[config.mk]
export PLATFORM = sky130hd
export DESIGN_NAME = gremlin_ctrl
export DESIGN_NICKNAME = d
export VERILOG_FILES = /design/src/rtl/gremlin_pkg.sv /design/src/rtl/gremlin_fsm.sv /design/src/rtl/gremlin_ctrl.sv
export SDC_FILE = /design/constraint.sdc
export NUM_CORES = 1
export LEC_CHECK = 0
export ABC_AREA = 1
export BUFFER_PORTS_ARGS = -buffer_cell sky130_fd_sc_hd__buf_2
export CAP_MARGIN = 10
export CORE_UTILIZATION = 60
export DETAILED_ROUTE_END_ITERATION = 10
export PLACE_DENSITY = 0.86
export SKIP_LAST_GASP = 1
export SYNTH_ARGS = -nofsm -noshare
export SYNTH_HDL_FRONTEND = slang
export SYNTH_SLANG_ARGS = --single-unit
[constraint.sdc]
create_clock -name clk -period 4.03 [get_ports clk]
set_clock_uncertainty 0.2 [all_clocks]
set_input_delay 0.806 -clock clk [delete_from_list [all_inputs] [get_ports clk]]
set_output_delay 0.806 -clock clk [all_outputs]
set_load 0.02 [all_outputs]
[src/rtl/gremlin_pkg.sv]
// gremlin_pkg: shared definitions for the DeathRace gremlin generator.
//   - gremlin state and direction encodings
//   - sprite dimensions (GREMW, GREMCARH)
//   - LFSR tap mask and next-state helper
//   - field offsets of the 24-bit packed gremlin word shared with collision:
//       [23] reserved (0), [22:12] x, [11:1] y, [0] active
package gremlin_pkg;

  localparam int unsigned GREMW    = 16;
  localparam int unsigned GREMCARH = 32;

  typedef enum logic [1:0] {
    ST_DEAD = 2'd0,
    ST_WALK = 2'd1,
    ST_HALT = 2'd2
  } grem_state_e;

  typedef enum logic [1:0] {
    DIR_RIGHT = 2'd0,
    DIR_DOWN  = 2'd1,
    DIR_LEFT  = 2'd2,
    DIR_UP    = 2'd3
  } grem_dir_e;

  // Fibonacci taps 16,14,13,11 -> register bits 15,13,12,10
  localparam logic [15:0] LFSR_TAPS = 16'hB400;

  localparam int unsigned POS_W    = 11;
  localparam int unsigned W_ACTIVE = 0;
  localparam int unsigned W_Y_LSB  = 1;
  localparam int unsigned W_Y_MSB  = 11;
  localparam int unsigned W_X_LSB  = 12;
  localparam int unsigned W_X_MSB  = 22;
  localparam int unsigned W_RSVD   = 23;

  function automatic logic [15:0] lfsr_next(input logic [15:0] s);
    return {s[14:0], ^(s & LFSR_TAPS)};
  endfunction

  // Axis directions differ only in bit 1, so reversal flips that bit.
  function automatic grem_dir_e dir_reverse(input grem_dir_e d);
    logic [1:0] v;
    v = d;
    return grem_dir_e'({~v[1], v[0]});
  endfunction

  // A 10-bit random coordinate past the axis limit is folded down by 512,
  // which always lands it back inside the field.
  function automatic logic [POS_W-1:0] spawn_fold(input logic [9:0] raw,
                                                  input logic [POS_W-1:0] lim);
    logic [POS_W-1:0] v;
    v = {1'b0, raw};
    return (v >= lim) ? v - 11'd512 : v;
  endfunction

endpackage

[src/rtl/gremlin_fsm.sv]
// gremlin_fsm: one gremlin (spawn / walk / bounce / die / respawn / halt).
// Ports:
//   clk_i      pixel clock
//   rst_ni     asynchronous active-low reset
//   tick_i     frame tick (one clk wide)
//   kill_i     collision hit (honoured only while walking)
//   timeout_i  round over; freezes the gremlin until reset
//   lfsr_i     shared LFSR state used for spawn position and direction
//   swap_i     0: x=lfsr[9:0], y=lfsr[15:6], dir=lfsr[1:0]
//              1: x=lfsr[15:6], y=lfsr[9:0], dir=lfsr[3:2]
//   grem_o     packed word {0, x, y, active}
module gremlin_fsm
  import gremlin_pkg::*;
#(
  parameter int unsigned X_MAX          = 784,
  parameter int unsigned Y_MAX          = 568,
  parameter int unsigned STEP           = 2,
  parameter int unsigned DIR_FRAMES     = 32,
  parameter int unsigned RESPAWN_FRAMES = 120
) (
  input  logic        clk_i,
  input  logic        rst_ni,
  input  logic        tick_i,
  input  logic        kill_i,
  input  logic        timeout_i,
  input  logic [15:0] lfsr_i,
  input  logic        swap_i,
  output logic [23:0] grem_o
);

  localparam int unsigned FCW = $clog2(DIR_FRAMES + 1);
  localparam int unsigned RCW = $clog2(RESPAWN_FRAMES + 1);

  localparam logic [POS_W-1:0] XM     = POS_W'(X_MAX);
  localparam logic [POS_W-1:0] YM     = POS_W'(Y_MAX);
  localparam logic signed [11:0] STEP_S = 12'(STEP);
  localparam logic [FCW-1:0]   F_LAST = FCW'(DIR_FRAMES - 1);
  localparam logic [RCW-1:0]   R_LOAD = RCW'(RESPAWN_FRAMES);

  grem_state_e      state_q, state_d;
  grem_dir_e        dir_q, dir_d;
  logic [POS_W-1:0] x_q, x_d, y_q, y_d;
  logic [FCW-1:0]   fcnt_q, fcnt_d;
  logic [RCW-1:0]   rcnt_q, rcnt_d;
  logic             active_q, active_d;

  logic [9:0]         raw_x, raw_y;
  grem_dir_e          dir_rand;
  logic               horiz, fwd, blocked;
  logic [POS_W-1:0]   pos, lim;
  logic signed [11:0] nxt;

  always_comb begin
    raw_x    = swap_i ? lfsr_i[15:6] : lfsr_i[9:0];
    raw_y    = swap_i ? lfsr_i[9:0]  : lfsr_i[15:6];
    dir_rand = grem_dir_e'(swap_i ? lfsr_i[3:2] : lfsr_i[1:0]);

    horiz   = (dir_q == DIR_RIGHT) || (dir_q == DIR_LEFT);
    fwd     = (dir_q == DIR_RIGHT) || (dir_q == DIR_DOWN);
    pos     = horiz ? x_q : y_q;
    lim     = horiz ? XM : YM;
    nxt     = fwd ? $signed({1'b0, pos}) + STEP_S : $signed({1'b0, pos}) - STEP_S;
    blocked = (nxt < 12'sd0) || (nxt > $signed({1'b0, lim}));
  end

  always_comb begin
    state_d = state_q;
    dir_d   = dir_q;
    x_d     = x_q;
    y_d     = y_q;
    fcnt_d  = fcnt_q;
    rcnt_d  = rcnt_q;

    if (timeout_i) begin
      state_d = ST_HALT;
    end else begin
      unique case (state_q)
        ST_DEAD: begin
          if (tick_i) begin
            if (rcnt_q <= RCW'(1)) begin
              state_d = ST_WALK;
              x_d     = spawn_fold(raw_x, XM);
              y_d     = spawn_fold(raw_y, YM);
              fcnt_d  = '0;
            end else begin
              rcnt_d = rcnt_q - RCW'(1);
            end
          end
        end
        ST_WALK: begin
          if (kill_i) begin
            state_d = ST_DEAD;
            rcnt_d  = R_LOAD;
          end else if (tick_i) begin
            if (blocked) begin
              dir_d = dir_reverse(dir_q);
            end else if (horiz) begin
              x_d = nxt[POS_W-1:0];
            end else begin
              y_d = nxt[POS_W-1:0];
            end
            // A scheduled random reload takes precedence over a bounce reversal.
            if (fcnt_q == F_LAST) begin
              fcnt_d = '0;
              dir_d  = dir_rand;
            end else begin
              fcnt_d = fcnt_q + FCW'(1);
            end
          end
        end
        ST_HALT: ;
        default: state_d = ST_DEAD;
      endcase
    end

    active_d = (state_d == ST_WALK);
  end

  always_ff @(posedge clk_i or negedge rst_ni) begin
    if (!rst_ni) begin
      state_q  <= ST_DEAD;
      dir_q    <= DIR_RIGHT;
      x_q      <= '0;
      y_q      <= '0;
      fcnt_q   <= '0;
      rcnt_q   <= RCW'(1);
      active_q <= 1'b0;
    end else begin
      state_q  <= state_d;
      dir_q    <= dir_d;
      x_q      <= x_d;
      y_q      <= y_d;
      fcnt_q   <= fcnt_d;
      rcnt_q   <= rcnt_d;
      active_q <= active_d;
    end
  end

  always_comb begin
    grem_o                   = '0;
    grem_o[W_X_MSB:W_X_LSB]  = x_q;
    grem_o[W_Y_MSB:W_Y_LSB]  = y_q;
    grem_o[W_ACTIVE]         = active_q;
  end

endmodule

[src/rtl/gremlin_ctrl.sv]
// gremlin_ctrl: generates the two playfield gremlins for collision.
// Ports:
//   clk             pixel clock
//   rst             asynchronous active-low reset
//   vsync_in        VGA vsync; rising edge = frame tick
//   TimeOut         round over (level); freezes both gremlins until reset
//   grem0_alive_in  0 = gremlin 0 hit by collision
//   grem1_alive_in  0 = gremlin 1 hit by collision
//   grem0, grem1    packed words {0, x[10:0], y[10:0], active}
module gremlin_ctrl
  import gremlin_pkg::*;
#(
  parameter int unsigned X_MAX          = 784,
  parameter int unsigned Y_MAX          = 568,
  parameter int unsigned STEP           = 2,
  parameter int unsigned DIR_FRAMES     = 32,
  parameter int unsigned RESPAWN_FRAMES = 120,
  parameter logic [15:0] SEED           = 16'hACE1
) (
  input  logic        clk,
  input  logic        rst,
  input  logic        vsync_in,
  input  logic        TimeOut,
  input  logic        grem0_alive_in,
  input  logic        grem1_alive_in,
  output logic [23:0] grem0,
  output logic [23:0] grem1
);

  logic        vsync_q;
  logic [15:0] lfsr_q;
  logic        tick;

  // vsync_q clears on reset, so a vsync already high at release is a tick.
  assign tick = vsync_in & ~vsync_q;

  always_ff @(posedge clk or negedge rst) begin
    if (!rst) begin
      vsync_q <= 1'b0;
      lfsr_q  <= SEED;
    end else begin
      vsync_q <= vsync_in;
      lfsr_q  <= lfsr_next(lfsr_q);
    end
  end

  gremlin_fsm #(
    .X_MAX         (X_MAX),
    .Y_MAX         (Y_MAX),
    .STEP          (STEP),
    .DIR_FRAMES    (DIR_FRAMES),
    .RESPAWN_FRAMES(RESPAWN_FRAMES)
  ) u_grem0 (
    .clk_i    (clk),
    .rst_ni   (rst),
    .tick_i   (tick),
    .kill_i   (~grem0_alive_in),
    .timeout_i(TimeOut),
    .lfsr_i   (lfsr_q),
    .swap_i   (1'b0),
    .grem_o   (grem0)
  );

  gremlin_fsm #(
    .X_MAX         (X_MAX),
    .Y_MAX         (Y_MAX),
    .STEP          (STEP),
    .DIR_FRAMES    (DIR_FRAMES),
    .RESPAWN_FRAMES(RESPAWN_FRAMES)
  ) u_grem1 (
    .clk_i    (clk),
    .rst_ni   (rst),
    .tick_i   (tick),
    .kill_i   (~grem1_alive_in),
    .timeout_i(TimeOut),
    .lfsr_i   (lfsr_q),
    .swap_i   (1'b1),
    .grem_o   (grem1)
  );

endmodule

==> impl_metrics.yaml, run 1 <==
floorplanning:
  dieArea_mm2: 0.0107
  rows: 36
  coreArea_mm2: 0.00991
  die_height_um: 104
  io_pins: 54
  die_w_um: 104
  start_util: 0.625
clock_tree:
  ctsRootBufferMaster: "clkbuf_8"
  hold_buffers: 0
  clkSinkCount: 97
  clock_latency_ns: 0.37
  cts_setup_buffers: 0
  cts-buffers-inserted: 9
  clkTransAtPathRegs_ns: 0.09
  h-tree-depth: 3
  cts_tree: "yes"
  clock_path_buffers: 2
worst_setup_path:
  worstPathMaxFanout: 24
  required_ns: 4.09
  cp_cell_sequence: "inv_4 > nand2_1 > nand2_1 > ha_1 > a21oi_1 > nand3_1 > nand3_1 > nand2_1 > xor2_1 > ha_1 > nand3b_1 > nor3_1 > nand3_1 > nor2_1 > nor2_1 > nand2_1 > nand2_2 > nand2_4 > nand2_2 > nand2_1 > nand2_1"
  worst-setup-path-type: "reg -> reg"
  cp-startpoint: "u_grem0.dir_q[0]$_DFFE_PN0P_"
  r2r-start: "u_grem0.dir_q[0]$_DFFE_PN0P_"
  slowest_delay_ns: 0.49
  reg2reg_slack_ns: 0.32
  critPathTopFamily: "simple AND/OR/NAND/NOR gates"
  endpoint_kind: "register"
  r2r-end: "u_grem0.y_q[4]$_DFFE_PN0P_"
  rr_worst_depth: 21
  cp_num_buf_inv: 1
  critPathArrivalTime_ns: 3.77
  cp_slowest_cell: "dfrtp_2"
  cp-start-kind: "register"
  crit_top_cell: "nand2_1"
sta:
  fin_crit_sh: 0.920
  final.setup.tns_ns: 0
  rsz0062_at_grt: "no"
  finalSetupViolCount: 0
  hold_viol: 0
  fmax_mhz: 270
  tightest_slew_ns: 0.897
  slew_headroom: 0.402
  drv_slew: 0
  fin_crit_ns: 3.71
power:
  p_leak_nw: 3.88
  p_per_area_mw_per_mm2: 250
  power_mw: 1.69
  ir_drop_mv: 0.202
yosys:
  synth_warnings: 0
  synth.top_cell.area_share: 0.352
  synth_compound_area_frac: 0.0994
  synthAdderAreaFrac: 0.0792
  synth_xor_area_frac: 0.0127
  synth_common_cells: "nand2_1, inv_1, dfrtp_1"
  yosys.area.top_type: "dfrtp_1"
  netlist_area_mm2: 0.00619
  yosysMostFrequentCell: "nand2_1"
  ys_seq_area_frac: 0.394
  synth-simple-area-share: 0.323
  ys_seq_elements: 97
  syn-instance-count: 866
  synth.mux.area_fraction: 0
  synth_top_family_by_area: "simple AND/OR/NAND/NOR gates"
  ys_async_sr_fraction: 1.00
  syn_area_per_cell_um2: 7.15
  netlist_top_cells_area: "dfrtp_1, nand2_1, ha_1, nand3_1, inv_1"
  dominantRegCellSynth: "dfrtp_1"
  synth_edf_count: 0
  ys_types: 41
detailed_routing:
  wl_mm: 14.7
  vias_per_cell: 5.53
  final_antenna_net_count: 0
  vias: 5798
  drtIter0Drc: 389
  drt_first_pass_iters: 7
  wl_per_cell_um: 14.0
  drc: 0
placed_design:
  place_hpwl_mm: 11.1
  port_buffers: 51
  globalplace.congestion: 0.900
layout:
  num_antenna_cells: 0
  nNetsFinal: 954
  syn_to_final_growth_pct: 8.83
  drive_above_1_share: 0.128
grt:
  grt_pass1_wl_mm: 24.8
  globalRouteOverflowTotal: 0
  antenna_found_initial: 0
  grt_start_max_net_pins: 63
  grt_usage: 0.286
  grt_pass1_vias: 5454
min_path:
  hold_class: "reg -> reg"
  whs_path_depth: 0
  whs_endpoint: "lfsr_q[7]$_DFF_PN1_"
  hold_start: "lfsr_q[6]$_DFF_PN1_"
flow_run:
  cap_violations: 0
status:
  outcome: "finished clean"
-- report_power, final --
part	internal [mW]	total, mW	leakage [nW]	switching (mW)
Clock	0.294	0.657	0.102	0.363
Combinational	0.0111	0.0495	2.54	0.0384
Sequential	0.978	0.981	1.23	0.00273
Total	1.28	1.69	3.88	0.404
-- cells by family after synthesis --
family / Yosys count
AND/OR/NAND/NOR: 475
buffers and inverters: 131
AO/OA/AOI/OAI: 115
flip-flops: 97
adder cells (fa/ha/maj): 38
XOR/XNOR: 9
other: 1
-- metal layers --
layer / vias up / part of all wire / track usage
li1: 2874 / - / -
met1: 2671 / 0.43 / 0.369
met2: 221 / 0.48 / 0.481
met3: 32 / 0.067 / 0.0566
met4: 0 / 0.022 / 0.0932
met5: - / 0 / 0
-- registers in the layout, indices dropped and copies added, names as in the netlist --
signal and flops:
u_grem0.dir_q 2, u_grem0.state_q 2, u_grem0.fcnt_q 6, u_grem1.dir_q 2, u_grem0.rcnt_q 7, u_grem1.fcnt_q 6, lfsr_q 16, u_grem1.x_q 11
u_grem1.active_q 1, u_grem0.x_q 11, u_grem0.active_q 1, u_grem1.rcnt_q 7, u_grem0.y_q 11, vsync_q 1, u_grem1.state_q 2, u_grem1.y_q 11
-- cells in the final DEF (no fill, tap or decap), drive strengths merged --
cell | synthesis | layout
a211oi | 3 | 3
a21o | 1 | 1
a21oi | 31 | 31
a311oi | 1 | 1
a31oi | 3 | 3
and2 | 2 | 2
buf | 18 | 63
bufinv | 0 | 1
clkbuf | 13 | 9
clkinv | 1 | 3
clkinvlp | 0 | 1
conb | 1 | 2
dfrtp | 87 | 87
dfstp | 10 | 10
fa | 2 | 2
ha | 36 | 36
inv | 99 | 102
nand2 | 316 | 316
nand3 | 84 | 84
nand3b | 5 | 5
nand4 | 10 | 10
nor2 | 44 | 44
nor3 | 9 | 9
nor4 | 1 | 1
o2111ai | 1 | 1
o211ai | 3 | 3
o21ai | 68 | 68
o22ai | 1 | 1
o31ai | 1 | 1
o32ai | 1 | 1
o41ai | 1 | 1
or2 | 4 | 4
xnor2 | 4 | 4
xor2 | 5 | 5
-- area by class of cell --
| cell class | instances | area [um2] |
|---|---|---|
| timing repair buffer | 63 | 348 |
| inverter | 100 | 378 |
| multi-input combinational | 639 | 3200 |
| fill | 870 | 3170 |
| clock buffer | 9 | 124 |
| clock inverter | 7 | 76.3 |
| sequential | 97 | 2440 |
| tap | 133 | 166 |
-- stage by stage --
stage,hold WS [ns],cells,instance area [um2],worst slack [ns],util
after global placement,0.164,1032,6530,0.274,0.659
after global routing,0.190,1048,6740,0.0346,0.680
after floorplan,0.155,867,6200,0.745,-
after CTS,0.182,1048,6730,0.237,0.679
after detailed placement,0.169,1032,6530,0.270,0.659
final,0.181,1048,6740,0.324,0.680
-- how the worst max path moves through the flow --
stage	cells past startpoint	slack [ns]	endpoint
detailed placement	21	0.27	u_grem0.y_q[4]$_DFFE_PN0P_
global placement	23	0.27	u_grem0.y_q[9]$_DFFE_PN0P_
CTS	21	0.24	u_grem0.y_q[4]$_DFFE_PN0P_
floorplan	23	0.75	u_grem0.y_q[10]$_DFFE_PN0P_
global route	20	0.03	u_grem1.y_q[3]$_DFFE_PN0P_
finish	21	0.32	u_grem0.y_q[4]$_DFFE_PN0P_
-- timing repair --
item | CTS | global route
gates resized for setup | 0 | 7
hold endpoints to repair | 0 | 0
endpoints found under the setup margin | 0 | 43
No activity file was read; power rests on OpenSTA's default activity.
==> inputs of run 2 (changes only) <==
Settings changed: CORE_UTILIZATION 60 to 55, PLACE_DENSITY 0.86 to 0.8.
==> impl_metrics.yaml, run 2 (same netlist as run 1, synthesis figures left out) <==
status:
  outcome: "finished clean"
clock_tree:
  clkTransAtPathRegs_ns: 0.10
  cts_tree: "yes"
  cts-buffers-inserted: 9
  clkSinkCount: 97
  cts_setup_buffers: 0
  clock_latency_ns: 0.38
  ctsRootBufferMaster: "clkbuf_8"
  h-tree-depth: 3
  clock_path_buffers: 2
detailed_routing:
  drc: 0
  drt_first_pass_iters: 5
  final_antenna_net_count: 0
  vias: 5630
  vias_per_cell: 5.34
  wl_per_cell_um: 14.0
  wl_mm: 14.7
  drtIter0Drc: 338
floorplanning:
  dieArea_mm2: 0.0117
  die_w_um: 108
  io_pins: 54
  start_util: 0.569
  coreArea_mm2: 0.0109
  rows: 38
  die_height_um: 108
layout:
  top_register: "lfsr_q"
  syn_to_final_growth_pct: 9.46
  drive_above_1_share: 0.125
  fillers: 961
  final_common_cell: "nand2_1"
  largest_reg_flops: 16
  finalNonFillerCells: 1055
  nNetsFinal: 954
  multi_input_area_mm2: 0.00322
  final-seq-area_mm2: 0.00244
  num_antenna_cells: 0
  layout_common_cells: "nand2_1, inv_1, dfrtp_1"
grt:
  top_usage_layer: "met2"
  antenna_found_initial: 0
  globalRouteOverflowTotal: 0
  grt_start_max_net_pins: 50
  grt_pass1_vias: 5292
  use_met2: 0.442
  grt_pass1_wl_mm: 24.5
  grt_use_met3: 0.0464
  use_met1: 0.361
  grt_usage: 0.267
power:
  ir_drop_mv: 0.255
  p_leak_nw: 3.87
  p_per_area_mw_per_mm2: 251
  power_mw: 1.70
worst_setup_path:
  worstPathMaxFanout: 14
  cp-start-kind: "register"
  required_ns: 4.10
  critPathArrivalTime_ns: 3.82
  worst-setup-path-type: "reg -> reg"
  endpoint_kind: "register"
placed_design:
  globalplace.congestion: 0.909
  port_buffers: 51
  place_hpwl_mm: 11.0
  dp.cells: 1039
sta:
  slew_headroom: 0.564
  drv_slew: 0
  hold_viol: 0
  rsz0062_at_grt: "yes"
  fmax_mhz: 267
  tightest_slew_ns: 0.653
  fin_crit_sh: 0.931
  fin_crit_ns: 3.75
  finalSetupViolCount: 0
min_path:
  hold_class: "reg -> reg"
flow_run:
  cap_violations: 0
==> run 2: cell count changes in the layout (fill, tap and decap cells not counted), moves of 2 or more <==
cell      previous run  this run
nand2_2             10         7
clkinv_2             2         0
dfrtp_2              3         1
dfrtp_1             84        86
nand2_1            305       307
==> run 2: critical path, cell delays in order (launching register included) <==
cell	delay, ns
dfrtp_1	0.41
buf_4	0.20
nand2_1	0.07
nand2_1	0.05
ha_1	0.33
a21oi_1	0.22
nand3_2	0.13
a21oi_1	0.17
xnor2_1	0.11
ha_1	0.32
nand3b_1	0.09
nor3_1	0.19
nand3_1	0.10
nor2_1	0.11
nor2_1	0.04
nand2_1	0.06
nand2_1	0.08
nand2_2	0.21
nand2_1	0.35
nand2_1	0.15
nand2_1	0.07
==> run 2: per-stage QoR <==
stage               hold WS (ns)  setup WS (ns)  cell area, um2  utilization  setup TNS, ns
finish                     0.175          0.278            6780        0.623              0
global route               0.183         -0.132            6780        0.623          -2.22
CTS                        0.169          0.203            6760        0.621              0
detailed placement         0.168          0.238            6550        0.601              0
global placement           0.159          0.263            6550        0.601              0
floorplan                  0.155          0.745            6200            -              0
==> run 2: final cells by class <==
| type | instances | area share |
|---|---|---|
| clock buffer | 9 | 0.0183 |
| clock inverter | 7 | 0.0124 |
| inverter | 100 | 0.0558 |
| multi-input combinational | 639 | 0.474 |
| sequential | 97 | 0.360 |
| tap | 140 | 0.0258 |
| timing repair buffer | 63 | 0.0532 |
==> run 2: layer usage <==
layer,routed length [um],part of all wire
met5,0,0
met1,6700,0.45
met2,7060,0.48
met4,206,0.014
met3,757,0.051
==> run 2: report_power, final <==
group | switching, mW | internal (mW)
Sequential | 0.00293 | 0.978
Clock | 0.373 | 0.299
Combinational | 0.0382 | 0.0119
Total | 0.414 | 1.29
==> run 2: worst paths after layout <==
path,slack (ns),start,end,cells past startpoint
max in group asynchronous,2.65,rst,u_grem1.rcnt_q[0]$_DFFE_PN1P_,2
worst max-delay path,0.28,u_grem1.dir_q[0]$_DFFE_PN0P_,u_grem1.y_q[8]$_DFFE_PN0P_,20
min in group asynchronous,0.24,rst,u_grem0.rcnt_q[4]$_DFFE_PN0P_,1
worst max register to register,0.28,u_grem1.dir_q[0]$_DFFE_PN0P_,u_grem1.y_q[8]$_DFFE_PN0P_,20
worst min register to register,0.17,lfsr_q[5]$_DFF_PN1_,lfsr_q[6]$_DFF_PN1_,0
worst min-delay path,0.17,lfsr_q[5]$_DFF_PN1_,lfsr_q[6]$_DFF_PN1_,0
==> run 2: timing repair <==
| item | in CTS | in global routing |
|---|---|---|
| endpoints found under the setup margin | 0 | 44 |
| hold buffers | 0 | 0 |
| gates resized for setup | 0 | 5 |
==> inputs of run 3 (changes only) <==
Settings changed: BUFFER_PORTS_ARGS -buffer_cell sky130_fd_sc_hd__buf_2 to default, DONT_BUFFER_PORTS from default to 1, PLACE_DENSITY 0.8 to 0.76.
==> impl_metrics.yaml, run 3 (same netlist as run 1, synthesis figures left out) <==
status:
  outcome: "finished clean"
sta:
  finalSetupViolCount: 0
  fin_crit_sh: 0.923
  fin_crit_ns: 3.72
  drv_slew: 0
  hold_viol: 0
  whs_ns: 0.0470
  fmax_mhz: 269
  rsz0062_at_grt: "yes"
placed_design:
  placement.cell_area_mm2: 0.00628
  globalplace.congestion: 0.973
  port_buffers: 0
  place_hpwl_mm: 11.4
layout:
  final-seq-area_mm2: 0.00244
  multi_input_area_mm2: 0.00320
  top_register: "lfsr_q"
  layout_common_cells: "nand2_1, inv_1, dfrtp_1"
  final_core_util: 0.601
  final_common_cell: "nand2_1"
  stdcell_area_mm2: 0.00654
  num_antenna_cells: 0
  drive_above_1_share: 0.0751
  nNetsFinal: 904
  fillers: 985
  largest_reg_flops: 16
  syn_to_final_growth_pct: 5.62
worst_setup_path:
  reg2reg_slack_ns: 0.31
  critPathArrivalTime_ns: 3.80
  cp_cell_sequence: "buf_4 > nand2_1 > nand2_1 > ha_1 > nand2_1 > nor2_1 > nand2_1 > nand3_1 > nand3_1 > nand2_1 > xor2_1 > ha_1 > nand3b_1 > nor3_1 > nand3_1 > nor2_1 > nor2_1 > nand2_1 > nand2_2 > nand2_4 > nand2_2 > nand2_1 > nand2_1"
  required_ns: 4.11
  worstPathMaxFanout: 24
  cp-start-kind: "register"
  crit_top_cell: "nand2_1"
  worst-setup-path-type: "reg -> reg"
  slowest_delay_ns: 0.39
  cp_slowest_cell: "dfrtp_1"
  endpoint_kind: "register"
grt:
  grt_usage: 0.278
  grt_pass1_vias: 5339
  globalRouteOverflowTotal: 0
  antenna_found_initial: 0
  grt_pass1_wl_mm: 25.4
  grt_start_max_net_pins: 88
power:
  p_per_area_mw_per_mm2: 269
  p_sw_frac: 0.228
  p_leak_nw: 3.63
  seq_power_share: 0.558
  power_frac_comb: 0.026
  internal_power_mw: 1.36
  p_switching_mw: 0.401
  ir_drop_mv: 0.249
  pwr-share-clk: 0.416
clock_tree:
  cts-buffers-inserted: 9
  clkTransAtPathRegs_ns: 0.10
  ctsRootBufferMaster: "clkbuf_8"
  clkSinkCount: 97
  h-tree-depth: 3
  clock_latency_ns: 0.39
  clock_path_buffers: 2
  cts_setup_buffers: 0
  cts_tree: "yes"
floorplanning:
  start_util: 0.569
  die_w_um: 108
  dieArea_mm2: 0.0117
  coreArea_mm2: 0.0109
  rows: 38
  die_height_um: 108
  io_pins: 54
detailed_routing:
  wl_per_cell_um: 15.2
  vias: 5654
  final_antenna_net_count: 0
  wl_mm: 15.3
  drt_first_pass_iters: 6
  drtIter0Drc: 466
  drc: 0
  vias_per_cell: 5.63
flow_run:
  cap_violations: 0
min_path:
  hold_class: "in -> async"
## run 3: path summary, 6_finish.rpt
check	startpoint	to	depth (start not counted)
worst max-delay path	u_grem0.dir_q[0]$_DFFE_PN0P_	u_grem0.x_q[9]$_DFFE_PN0P_	23
worst min-delay path	rst	lfsr_q[15]$_DFF_PN1_	0
worst max register to register	u_grem0.dir_q[0]$_DFFE_PN0P_	u_grem0.x_q[9]$_DFFE_PN0P_	23
worst min register to register	lfsr_q[6]$_DFF_PN1_	lfsr_q[7]$_DFF_PN1_	0
max in group asynchronous	rst	u_grem1.dir_q[0]$_DFFE_PN0P_	1
min in group clk	lfsr_q[6]$_DFF_PN1_	lfsr_q[7]$_DFF_PN1_	0
## run 3: metrics by stage
step / total power, mW / instances / setup TNS, ns / setup slack, ns
finish: 1.76 / 1005 / 0 / 0.310
global route: 1.82 / 1005 / -0.841 / -0.0659
CTS: 1.78 / 1005 / 0 / 0.226
detailed placement: 1.03 / 988 / 0 / 0.260
global placement: 1.02 / 988 / 0 / 0.374
floorplan: 1.02 / 867 / 0 / 0.745
## run 3: final cells by class
class | count | share of cell area
inverters | 100 | 0.0574
clock buffers | 10 | 0.0210
clock inverters | 6 | 0.0138
multi-input cells | 639 | 0.490
repair buffers | 13 | 0.0180
well taps | 140 | 0.0268
flip-flops and latches | 97 | 0.373
## run 3: timing repair
action	4_1_cts	5_1_grt
endpoints found under the hold margin	87	0
hold buffers	1	0
gates resized for setup	0	3
endpoints found under the setup margin	0	44
## run 3: worst max-delay path: cells and delay by family (launching register included)
kind | cells | cell delay (ns)
adders and majority gates | 2 | 0.54
and+or+nand+nor | 19 | 2.03
DFF | 1 | 0.39
buffers and inverters | 1 | 0.20
xor gates and xnor gates | 1 | 0.25
## run 3: power by group through the flow
| stage | combinational (mW) | sequential [mW] | clock [mW] |
|---|---|---|---|
| 2_1_floorplan | 0.0228 | 1.00 | 0 |
| 3_3_place_gp | 0.0247 | 1.00 | 0 |
| 3_5_place_dp | 0.0261 | 1.00 | 0 |
| 4_1_cts | 0.0471 | 0.981 | 0.748 |
| 5_1_grt | 0.0537 | 0.982 | 0.786 |
| 6_report | 0.0455 | 0.981 | 0.732 |
## run 3: routing by layer
layer  track usage  wire length, um
met5             0                0
met2         0.456             7380
met1         0.361             6580
met3        0.0663             1050
met4        0.0900              274
